<file path="src/rtl/ariane_wakeup_ctrl_if.sv">
// Bus bundle for ariane_wakeup_ctrl. The master drives the L1.5 return and
// soft-reset request. The slave drives the core reset, init-done and state.
interface ariane_wakeup_ctrl_if;
    logic       l15_val_i;
    logic       l15_int_ret_i;
    logic       soft_rst_req_i;
    logic       core_rst_no;
    logic       init_done_o;
    logic [1:0] state_o;

    modport master (
        output l15_val_i,
        output l15_int_ret_i,
        output soft_rst_req_i,
        input  core_rst_no,
        input  init_done_o,
        input  state_o
    );

    modport slave (
        input  l15_val_i,
        input  l15_int_ret_i,
        input  soft_rst_req_i,
        output core_rst_no,
        output init_done_o,
        output state_o
    );
endinterface

</file>
<file path="src/rtl/ariane_wakeup_ctrl.sv">
// Reset and wake-up sequencer for an Ariane tile.
// After rst_ni is released, the core stays in reset for InitCycles cycles so
// the tile SRAMs can initialize. The core also stays in reset during a
// HoldCycles-long soft reset.
// Optional macro WAKEUP_ON_INT_EN: the core is also held until an L1.5
// interrupt-return wake-up packet has been seen.
module ariane_wakeup_ctrl #(
    parameter int unsigned InitCycles = 32768,
    parameter int unsigned HoldCycles = 16,
    parameter int unsigned CntWidth   =
        $clog2(((InitCycles > HoldCycles) ? InitCycles : HoldCycles) + 1)
) (
    input  logic                  clk_i,
    input  logic                  rst_ni,
    ariane_wakeup_ctrl_if.slave   bus
);

    localparam logic [1:0] StInit    = 2'd0;
`ifdef WAKEUP_ON_INT_EN
    localparam logic [1:0] StWaitInt = 2'd1;
`endif
    localparam logic [1:0] StRun     = 2'd2;
    localparam logic [1:0] StSoftRst = 2'd3;

    localparam logic [CntWidth-1:0] InitLast = CntWidth'(InitCycles - 1);
    localparam logic [CntWidth-1:0] HoldLast = CntWidth'(HoldCycles - 1);

    // Both waits need at least one cycle.
    if (InitCycles < 1) begin : g_bad_init
        $error("ariane_wakeup_ctrl: InitCycles must be >= 1");
    end
    if (HoldCycles < 1) begin : g_bad_hold
        $error("ariane_wakeup_ctrl: HoldCycles must be >= 1");
    end

    logic [1:0]          state_q, state_d;
    logic [CntWidth-1:0] cnt_q, cnt_d;
    logic                init_done_q, init_done_d;
    logic                core_rst_q;

`ifdef WAKEUP_ON_INT_EN
    logic wake_seen_q, wake_seen_d;
    logic wake_ev_c;

    // A wake-up needs a valid L1.5 return of type INT_RET.
    assign wake_ev_c = bus.l15_val_i & bus.l15_int_ret_i;
`else
    logic unused_l15_c;

    assign unused_l15_c = bus.l15_val_i ^ bus.l15_int_ret_i;
`endif

    // Next-state, counter and sticky-flag logic.
    always_comb begin
        state_d     = state_q;
        cnt_d       = cnt_q;
        init_done_d = init_done_q;
`ifdef WAKEUP_ON_INT_EN
        wake_seen_d = wake_seen_q;
`endif
        case (state_q)
            StInit: begin
                cnt_d = cnt_q + CntWidth'(1);
`ifdef WAKEUP_ON_INT_EN
                wake_seen_d = wake_seen_q | wake_ev_c;
`endif
                if (cnt_q == InitLast) begin
                    cnt_d       = '0;
                    init_done_d = 1'b1;
`ifdef WAKEUP_ON_INT_EN
                    state_d = (wake_seen_q | wake_ev_c) ? StRun : StWaitInt;
`else
                    state_d = StRun;
`endif
                end
            end
`ifdef WAKEUP_ON_INT_EN
            StWaitInt: begin
                if (wake_ev_c) begin
                    state_d = StRun;
                end
            end
`endif
            StRun: begin
                if (bus.soft_rst_req_i) begin
                    state_d = StSoftRst;
                    cnt_d   = '0;
                end
            end
            StSoftRst: begin
                cnt_d = cnt_q + CntWidth'(1);
                if (cnt_q == HoldLast) begin
                    cnt_d   = '0;
                    state_d = StRun;
                end
            end
            default: begin
                state_d = StInit;
                cnt_d   = '0;
            end
        endcase
    end

    // State registers. The core reset tracks the next state, so it is high
    // exactly while the FSM is in RUN.
    always_ff @(posedge clk_i or negedge rst_ni) begin
        if (!rst_ni) begin
            state_q     <= StInit;
            cnt_q       <= '0;
            init_done_q <= 1'b0;
            core_rst_q  <= 1'b0;
`ifdef WAKEUP_ON_INT_EN
            wake_seen_q <= 1'b0;
`endif
        end else begin
            state_q     <= state_d;
            cnt_q       <= cnt_d;
            init_done_q <= init_done_d;
            core_rst_q  <= (state_d == StRun);
`ifdef WAKEUP_ON_INT_EN
            wake_seen_q <= wake_seen_d;
`endif
        end
    end

    assign bus.core_rst_no = core_rst_q;
    assign bus.init_done_o = init_done_q;
    assign bus.state_o     = state_q;

endmodule
</file>
<file path="src/flat_wrapper.sv">
// flat-port wrapper written by rule: the top's interface ports become plain ports
module ariane_wakeup_ctrl_flat 
#(
    parameter int unsigned InitCycles = 32768,
    parameter int unsigned HoldCycles = 16,
    parameter int unsigned CntWidth   =
        $clog2(((InitCycles > HoldCycles) ? InitCycles : HoldCycles) + 1)
)
  (clk_i, rst_ni, bus_l15_val_i, bus_l15_int_ret_i, bus_soft_rst_req_i, bus_core_rst_no, bus_init_done_o, bus_state_o);
  ariane_wakeup_ctrl_if bus_i ();
  input  logic clk_i;
  input  logic rst_ni;
  input wire logic [$bits(bus_i.l15_val_i)-1:0] bus_l15_val_i;
  input wire logic [$bits(bus_i.l15_int_ret_i)-1:0] bus_l15_int_ret_i;
  input wire logic [$bits(bus_i.soft_rst_req_i)-1:0] bus_soft_rst_req_i;
  output wire logic [$bits(bus_i.core_rst_no)-1:0] bus_core_rst_no;
  output wire logic [$bits(bus_i.init_done_o)-1:0] bus_init_done_o;
  output wire logic [$bits(bus_i.state_o)-1:0] bus_state_o;
  assign bus_i.l15_val_i = bus_l15_val_i;
  assign bus_i.l15_int_ret_i = bus_l15_int_ret_i;
  assign bus_i.soft_rst_req_i = bus_soft_rst_req_i;
  assign bus_core_rst_no = bus_i.core_rst_no;
  assign bus_init_done_o = bus_i.init_done_o;
  assign bus_state_o = bus_i.state_o;
  ariane_wakeup_ctrl #(.InitCycles(InitCycles), .HoldCycles(HoldCycles), .CntWidth(CntWidth)) u_core (.clk_i(clk_i), .rst_ni(rst_ni), .bus(bus_i));
endmodule
</file>
<file path="config.mk">
export PLATFORM = sky130hd
export DESIGN_NAME = ariane_wakeup_ctrl_flat
export DESIGN_NICKNAME = d
export VERILOG_FILES = /design/src/rtl/ariane_wakeup_ctrl_if.sv /design/src/rtl/ariane_wakeup_ctrl.sv /design/src/flat_wrapper.sv
export SDC_FILE = /design/constraint.sdc
export NUM_CORES = 1
export LEC_CHECK = 0
export CORE_MARGIN = 1
export CORE_UTILIZATION = 35
export CTS_BUF_LIST = sky130_fd_sc_hd__clkbuf_16
export CTS_CLUSTER_DIAMETER = 50
export DETAILED_ROUTE_END_ITERATION = 8
export GPL_TIMING_DRIVEN = 0
export PLACE_DENSITY = 0.63
export SLEW_MARGIN = 20
export SYNTH_ARGS = -nofsm -noshare
export SYNTH_HDL_FRONTEND = slang
export SYNTH_SLANG_ARGS = --single-unit
</file>
<file path="constraint.sdc">
create_clock -name clk_i -period 3.4 [get_ports clk_i]
set_clock_uncertainty 0.2 [all_clocks]
set_input_delay 0.51 -clock clk_i [delete_from_list [all_inputs] [get_ports clk_i]]
set_output_delay 0.51 -clock clk_i [all_outputs]
set_load 0.005 [all_outputs]
</file>
==> flow_summary.toml, run 1 <==
[outcome]
status = "finished clean"

[clocking]
post_cts_resized = 0
clk_pin_slew_ps = 60
clock_tree.buffer_depth = 2
cts-hold-fix-buffers = 0
clock_sinks = 20
cts_buffers = 3
postCtsSetupRepairBufs = 0
cts-root-buf = "clkbuf_16"
cts_tree = "yes"
clk_latency_ps = 260
cts.htree.levels = 1

[critical_path]
endpoint_kind = "flop"
crit_path_max_incr_delay_ps = 590
slowest_stage = "or4b_4"
path_buf_inv = 1
reg2reg_slack_ps = 1140
cp-start-kind = "flop"
crit_family = "simple AND/OR/NAND/NOR gates"
worstSetupPathType = "reg -> reg"
cp_max_fo = 5
worst_ep_required_time_ps = 3320
worstPathCellList = "inv_1 > ha_1 > nor2b_1 > or4b_4 > nor3_2 > xnor2_1 > a21oi_1"
cp.arrival_ps = 2180

[die]
ios = 9
initial_utilization_pct = 36.67
die_w_um = 61.13
core_region_area_mm2 = 0.003337
die_y_um = 61.13
die_area_mm2 = 0.003737
fp-row-count = 21

[logic_synthesis]
synth_area_leaders = "dfrtp_1 (41%), ha_1 (6.1%), a21oi_1 (5.7%)"
ys_ff_latch = 20
synthArstFlopShare_pct = 100.0
synth_xor_area_share_pct = 3.579
synth-edff-count = 0
ys.warnings.count = 0
synth-simple-area-share_pct = 22.80
syn_area_per_cell_um2 = 9.413
synth_top_area_cell = "dfrtp_1"
synth_ff_type = "dfrtp_1"
synth_compound_area_share_pct = 20.45
yosysSeqAreaShare_pct = 40.90
syn_inst = 130
synth_top_area_share_pct = 40.90
synth_top_family_by_area = "simple AND/OR/NAND/NOR gates"
muxShareOfSynthArea_pct = 1.738
synthAdderAreaFrac_pct = 6.135
netlist_area_mm2 = 0.001224
synth_fp_nets = 141
ys_types = 39

[pwr]
ir_drop_mv = 0.3247
powerDensity_mw_per_mm2 = 396.1
p_leak_nw = 0.6159
power_mw = 0.5729

[detailed_routing]
vias_per_cell = 5.344
routed-via-count = 994
drtPass1Iterations = 4
routedWlPerCell_um = 13.44
wl_um = 2500
drc_errors = 0
drt_iter0_markers = 36
drtAntennaViolNets = 0

[sta]
setup_tns_ps = 0
max_clock_freq_ghz = 0.4421
final_hold_viol_count = 0
timing.final.crit_period_ps = 2262
rsz0062_at_grt = "no"
slew_headroom_pct = 39.97
holdWs_ps = 258.8
timing.final.crit_share_pct = 66.53
slew_viol_final = 0
finalSetupViolations = 0
setup_slack_ps = 1138
worst_pin_slew_ps = 897.7

[grt]
gr-usage-met1_pct = 22.44
grt_pass1_vias = 978
grt_use_met3_pct = 3.361
met2_usage_pct = 26.71
track_usage_pct = 16.95
grt_max_degree = 21
grt_pass1_wl_um = 4560
antenna_found_initial = 0
overflow = 0
grt-busiest-layer = "met2"

[placement]
place_area_mm2 = 0.001341
gp_congestion = 0.8021
portBuffers = 6
place_hpwl_um = 1866
dp_slack_ps = 984.3

[layout]
fillers = 333
num_antenna_cells = 0
layout_common_cells = "dfrtp_1 (20), a21oi_1 (14), nand2_1 (10)"
seq_area_um2 = 500.5
multi_input_area_um2 = 669.4
final_nets = 152
final_area_mm2 = 0.001446
final_common_cell = "dfrtp_1"
drive_gt1_share_pct = 8.571
syn_to_final_growth_pct = 18.20

[flow_run]
maxCapViolCount = 0

[hold_path]
hold_class = "reg -> reg"
## state kept, by name, indices dropped and copies added, names as in the netlist
name                    count
u_core.bus.init_done_o      1
u_core.bus.core_rst_no      1
u_core.cnt_q               16
u_core.bus.state_o          2
## power by group
group | internal, mW | total, mW | switching [mW]
Clock | 0.234 | 0.328 | 0.0939
Sequential | 0.238 | 0.238 | 0
Combinational | 0.00219 | 0.00713 | 0.00494
## per-stage QoR
step	cells	utilization, %
floorplan	130	-
global placement	182	40.20
detailed placement	182	40.20
CTS	186	43.34
global route	186	43.34
finish	186	43.34
## worst paths after layout
kind / startpoint / end / cells after the start
setup / recovery: u_core.bus.state_o[0] / u_core.cnt_q[13] / 7
hold / removal: u_core.bus.init_done_o / u_core.bus.init_done_o / 1
setup reg to reg: u_core.bus.state_o[0] / u_core.cnt_q[13] / 7
hold reg to reg: u_core.bus.init_done_o / u_core.bus.init_done_o / 1
max in group asynchronous: rst_ni / u_core.cnt_q[14] / 1
min in group asynchronous: rst_ni / u_core.cnt_q[10] / 1
## cells in the mapped netlist, types with 2 or more instances
master,number
or4_1,2
nor2_1,7
nor2b_1,2
nand4_1,4
o211ai_1,2
o21ai_1,3
clkbuf_1,3
a221oi_1,2
nand2_1,10
ha_1,6
nand3_1,3
inv_1,7
and2_1,3
dfrtp_1,20
o21ai_0,4
a21o_1,7
nand2b_1,3
nor4_1,3
and4_1,2
a21oi_1,14
xnor2_1,4
nor3_2,2
## metal layers
layer  share of wire [%]  vias to the layer above
met5                   0                        -
met4                 1.9                        0
met3                 2.6                        5
met2                  45                       13
met1                  50                      480
li1                    -                      496
## cell type report
| class | instances | share of cell area, % |
|---|---|---|
| inverters | 7 | 1.817 |
| well taps | 46 | 3.979 |
| plain buffers | 5 | 1.903 |
| flip-flops and latches | 20 | 34.60 |
| clock inverters | 1 | 2.076 |
| clock buffers | 3 | 5.190 |
| repair buffers | 6 | 4.152 |
| multi-input cells | 98 | 46.28 |
## cell families (layout without fill, tap and decap cells)
group,after synthesis,in the layout
flops,20,20
fa+ha+maj,6,6
xor+xnor,5,5
compound gates,38,38
buf+inv,12,22
simple gates,47,47
mux,2,2
Note: power is estimated with default switching activity, not from simulation.
==> inputs of run 2 (changes only) <==
clock period = 2.3 ns   (was 3.4 ns; I/O delays follow)
==> run 2 against run 1 <==
- count of clock-buffer cells in the layout did not move
- sequential power rose by 48%
- hold slack barely moved
- global-route usage did not move
==> flow_summary.toml, run 2 (same netlist as run 1, synthesis figures left out) <==
[critical_path]
rr_endpoint = "u_core.cnt_q[3]"
crit_end = "u_core.cnt_q[3]"
ff2ff_path_depth = 8
worstPathCellList = "ha_2 > and3_4 > buf_6 > and4_2 > a21o_1 > a21o_1 > clkbuf_4 > a21oi_1"
worst_ep_required_time_ps = 2280
crit_cells = 8
crit_start = "u_core.cnt_q[0]"
cp_max_fo = 10
reg2reg_slack_ps = 140
cpMostUsedCell = "a21o_1"
path_buf_inv = 2
r2r-start = "u_core.cnt_q[0]"
worstSetupPathType = "reg -> reg"
crit_path_max_incr_delay_ps = 420
endpoint_kind = "flop"
cp.arrival_ps = 2140
crit_family = "compound AO/OA/AOI/OAI gates"
cp-start-kind = "flop"
slowest_stage = "dfrtp_1"

[detailed_routing]
wl_um = 2534
drtPass1Iterations = 4
met2_length_um = 1130
vias_per_cell = 5.255
drc_errors = 0
drt_iter0_markers = 39
routedWlPerCell_um = 13.48
dr.max_layer_used = "met4"
wl_met1_um = 1264
met3_length_um = 90
routed-via-count = 988
drtAntennaViolNets = 0

[layout]
final_common_cell = "dfrtp_1"
syn_to_final_growth_pct = 21.06
final_nets = 154
layout_common_cells = "dfrtp_1 (19), a21oi_1 (13), nand2_1 (10)"
largest_reg_flops = 16
final_cells = 188
num_antenna_cells = 0
regMostFlops = "u_core.cnt_q"
final_area_mm2 = 0.001481
drive_gt1_share_pct = 13.38
final_util_pct = 44.39
fillers = 326

[sta]
max_clock_freq_ghz = 0.4639
holdWs_ps = 258.8
setup_tns_ps = 0
setup_slack_ps = 144.2
finalSetupViolations = 0
slew_viol_final = 0
timing.final.crit_period_ps = 2156
timing.final.crit_share_pct = 93.73
final_hold_viol_count = 0
slew_headroom_pct = 39.21
worst_pin_slew_ps = 909.0
rsz0062_at_grt = "no"

[pwr]
power_mw = 0.8472
powerDensity_mw_per_mm2 = 571.9
ir_drop_mv = 0.4799
p_leak_nw = 0.6394

[placement]
place_hpwl_um = 1866
portBuffers = 6
dp_slack_ps = 42.50
gp_congestion = 0.8021
place_area_mm2 = 0.001341
dp_cells = 182

[grt]
antenna_found_initial = 0
track_usage_pct = 16.95
overflow = 0
grt_pass1_vias = 978
grt_pass1_wl_um = 4560
grt_max_degree = 21

[clocking]
clock_tree.buffer_depth = 2
cts_buffers = 3
cts_tree = "yes"
clk_pin_slew_ps = 60
cts-root-buf = "clkbuf_16"
clock_sinks = 20
clk_latency_ps = 260
cts.htree.levels = 1
cts-hold-fix-buffers = 0

[die]
initial_utilization_pct = 36.67
core_region_area_mm2 = 0.003337
die_w_um = 61.13
die_y_um = 61.13
die_area_mm2 = 0.003737
ios = 9
fp-row-count = 21

[hold_path]
hold_class = "reg -> reg"

[outcome]
status = "finished clean"

[flow_run]
maxCapViolCount = 0
==> run 2: cell type report <==
type / instances / area [um^2] / share of cell area [%]
Clock buffer: 3 / 75.07 / 5.068
Buffer: 5 / 30.03 / 2.027
Timing Repair Buffer: 8 / 75.07 / 5.068
Sequential cell: 20 / 501.7 / 33.87
Multi-Input combinational cell: 98 / 685.7 / 46.28
Tap cell: 46 / 57.56 / 3.885
Inverter: 7 / 26.28 / 1.774
Clock inverter: 1 / 30.03 / 2.027
==> run 2: power by group <==
part,internal [mW],leakage (nW),switching (mW),total (mW)
clock network,0.346,0.0511,0.139,0.485
registers,0.352,0.242,0,0.352
logic,0.00324,0.346,0.00752,0.0108
==> run 2: what timing repair did <==
item | CTS | global route
gates resized for setup | 0 | 7
setup buffers | 0 | 2
setup endpoints to repair | 0 | 10
==> run 2: worst min path at each step <==
stage / start / to / slack (ps) / cells after the start
2_1_floorplan: rst_ni / u_core.bus.core_rst_no / -150 / 0
3_3_place_gp: u_core.bus.init_done_o / u_core.bus.init_done_o / 240 / 1
3_5_place_dp: u_core.bus.init_done_o / u_core.bus.init_done_o / 250 / 1
4_1_cts: u_core.bus.init_done_o / u_core.bus.init_done_o / 260 / 1
5_1_grt: u_core.bus.init_done_o / u_core.bus.init_done_o / 290 / 1
6_report: u_core.bus.init_done_o / u_core.bus.init_done_o / 260 / 1
==> run 2: routing by layer <==
metal | up-vias | GRT usage [%]
met5 | - | 0
met4 | 0 | 7.792
met3 | 5 | 3.361
met2 | 17 | 26.71
met1 | 468 | 22.44
li1 | 498 | -
==> inputs of run 3 (changes only) <==
CTS_BUF_LIST = sky130_fd_sc_hd__clkbuf_8   (was sky130_fd_sc_hd__clkbuf_16)
RECOVER_POWER = 25   (was unset)
==> run 3 against run 2 <==
- first-iteration DRC count fell by 38%
- maximum frequency down 1.5%
- critical path depth unchanged
- clock power shrank 26%
- sequential share of layout area increased by 0.82 points
- wire length increased by 0.16%
- worst setup slack got worse by 32 ps
==> flow_summary.toml, run 3 (same netlist as run 1, synthesis figures left out) <==
[die]
die_w_um = 61.13
core_region_area_mm2 = 0.003337
die_area_mm2 = 0.003737
initial_utilization_pct = 36.67
ios = 9
die_y_um = 61.13
fp-row-count = 21

[pwr]
powerDensity_mw_per_mm2 = 497.4
ir_drop_mv = 0.2582
power_mw = 0.7195
p_sw_mw = 0.1328
p_seq_share_pct = 48.8
pwr-share-comb_pct = 1.4
switching_share_pct = 18.46
clkPwrFrac_pct = 49.7
p_leak_nw = 0.6141
internal_power_mw = 0.5867

[critical_path]
worst_ep_required_time_ps = 2290
cp-start-kind = "flop"
worstSetupPathType = "reg -> reg"
endpoint_kind = "flop"
cp.arrival_ps = 2180
cp_max_fo = 10

[detailed_routing]
drc_errors = 0
drtPass1Iterations = 4
routedWlPerCell_um = 13.43
drt_iter0_markers = 24
drtAntennaViolNets = 0
routed-via-count = 1001
wl_um = 2538
vias_per_cell = 5.296

[layout]
regMostFlops = "u_core.cnt_q"
final_util_pct = 43.34
layout_common_cells = "dfrtp_1 (19), a21oi_1 (13), nand2_1 (10)"
final_nets = 155
final_common_cell = "dfrtp_1"
syn_to_final_growth_pct = 18.20
largest_reg_flops = 16
num_antenna_cells = 0
drive_gt1_share_pct = 13.29
final_cells = 189

[clocking]
cts_buffers = 3
cts-hold-fix-buffers = 0
cts-root-buf = "clkbuf_8"
cts.htree.levels = 1
clock_tree.buffer_depth = 2
cts_tree = "yes"
clk_latency_ps = 270
clock_sinks = 20
clk_pin_slew_ps = 80

[grt]
antenna_found_initial = 0
grt_max_degree = 21
track_usage_pct = 16.68
grt_pass1_wl_um = 4560
overflow = 0
grt_pass1_vias = 964

[sta]
timing.final.crit_share_pct = 95.13
worst_pin_slew_ps = 913.7
final_hold_viol_count = 0
finalSetupViolations = 0
slew_headroom_pct = 38.88
setup_tns_ps = 0
timing.final.crit_period_ps = 2188
slew_viol_final = 0
max_clock_freq_ghz = 0.4570
rsz0062_at_grt = "no"
holdWs_ps = 263.1

[hold_path]
hold_class = "reg -> reg"

[placement]
dp_cells = 182
portBuffers = 6
place_hpwl_um = 1866
gp_congestion = 0.8021

[flow_run]
maxCapViolCount = 0

[outcome]
status = "finished clean"
==> run 3: changes by cell type in the layout (fill, tap and decap cells not counted), sizes merged <==
cell	delta
clkdlybuf4s50	-1
buf	+1
dlygate4sd3	+1
==> run 3: worst paths after layout <==
check	start	endpoint	slack, ps	depth (start not counted)
max	u_core.cnt_q[0]	u_core.cnt_q[3]	110	8
min	u_core.bus.init_done_o	u_core.bus.init_done_o	260	1
max reg2reg	u_core.cnt_q[0]	u_core.cnt_q[3]	110	8
min reg2reg	u_core.bus.init_done_o	u_core.bus.init_done_o	260	1
max in group asynchronous	rst_ni	u_core.bus.state_o[0]	820	1
min in group asynchronous	rst_ni	u_core.cnt_q[11]	450	1
==> run 3: what timing repair did <==
item | in CTS | in global routing
gates resized for setup | 0 | 5
setup endpoints to repair | 0 | 10
buffers inserted | 0 | 3
==> run 3: area by class of cell <==
cell class	instances	area, um^2
Buffer	5	30.03
Clock buffer	3	41.29
Clock inverter	1	30.03
Fill cell	335	1891
Inverter	7	26.28
Multi-Input combinational cell	98	676.9
Sequential cell	20	501.7
Tap cell	46	57.56
Timing Repair Buffer	9	82.58
==> run 3: metal layers <==
metal  global-route usage, %  routed length (um)
met5                       0                   0
met4                   6.818                  44
met3                   2.731                  82
met2                   25.78                1170
met1                   23.23                1241
==> run 3: power by group through the flow <==
stage	clock network, mW	registers [mW]	logic (mW)
after floorplan	0	0.358	0.000257
after global placement	0	0.358	0.0113
after detailed placement	0	0.358	0.0115
after CTS	0.368	0.351	0.0115
after global routing	0.380	0.351	0.0125
final	0.358	0.351	0.0104
==> run 3: metrics by stage <==
step / area [um^2] / setup slack (ps)
2_1_floorplan: 1224 / 224.7
3_3_place_gp: 1341 / 87.15
3_5_place_dp: 1341 / 42.50
4_1_cts: 1413 / 23.08
5_1_grt: 1446 / 5.360
6_report: 1446 / 111.9
==> run 3: critical path, cell delays in order (launching register included) <==
cell and delay, ps:
dfrtp_1 410, ha_1 240, and3_4 160, buf_6 120, and4_2 240, a21o_1 210
a21o_1 180, clkbuf_4 190, a21oi_1 160
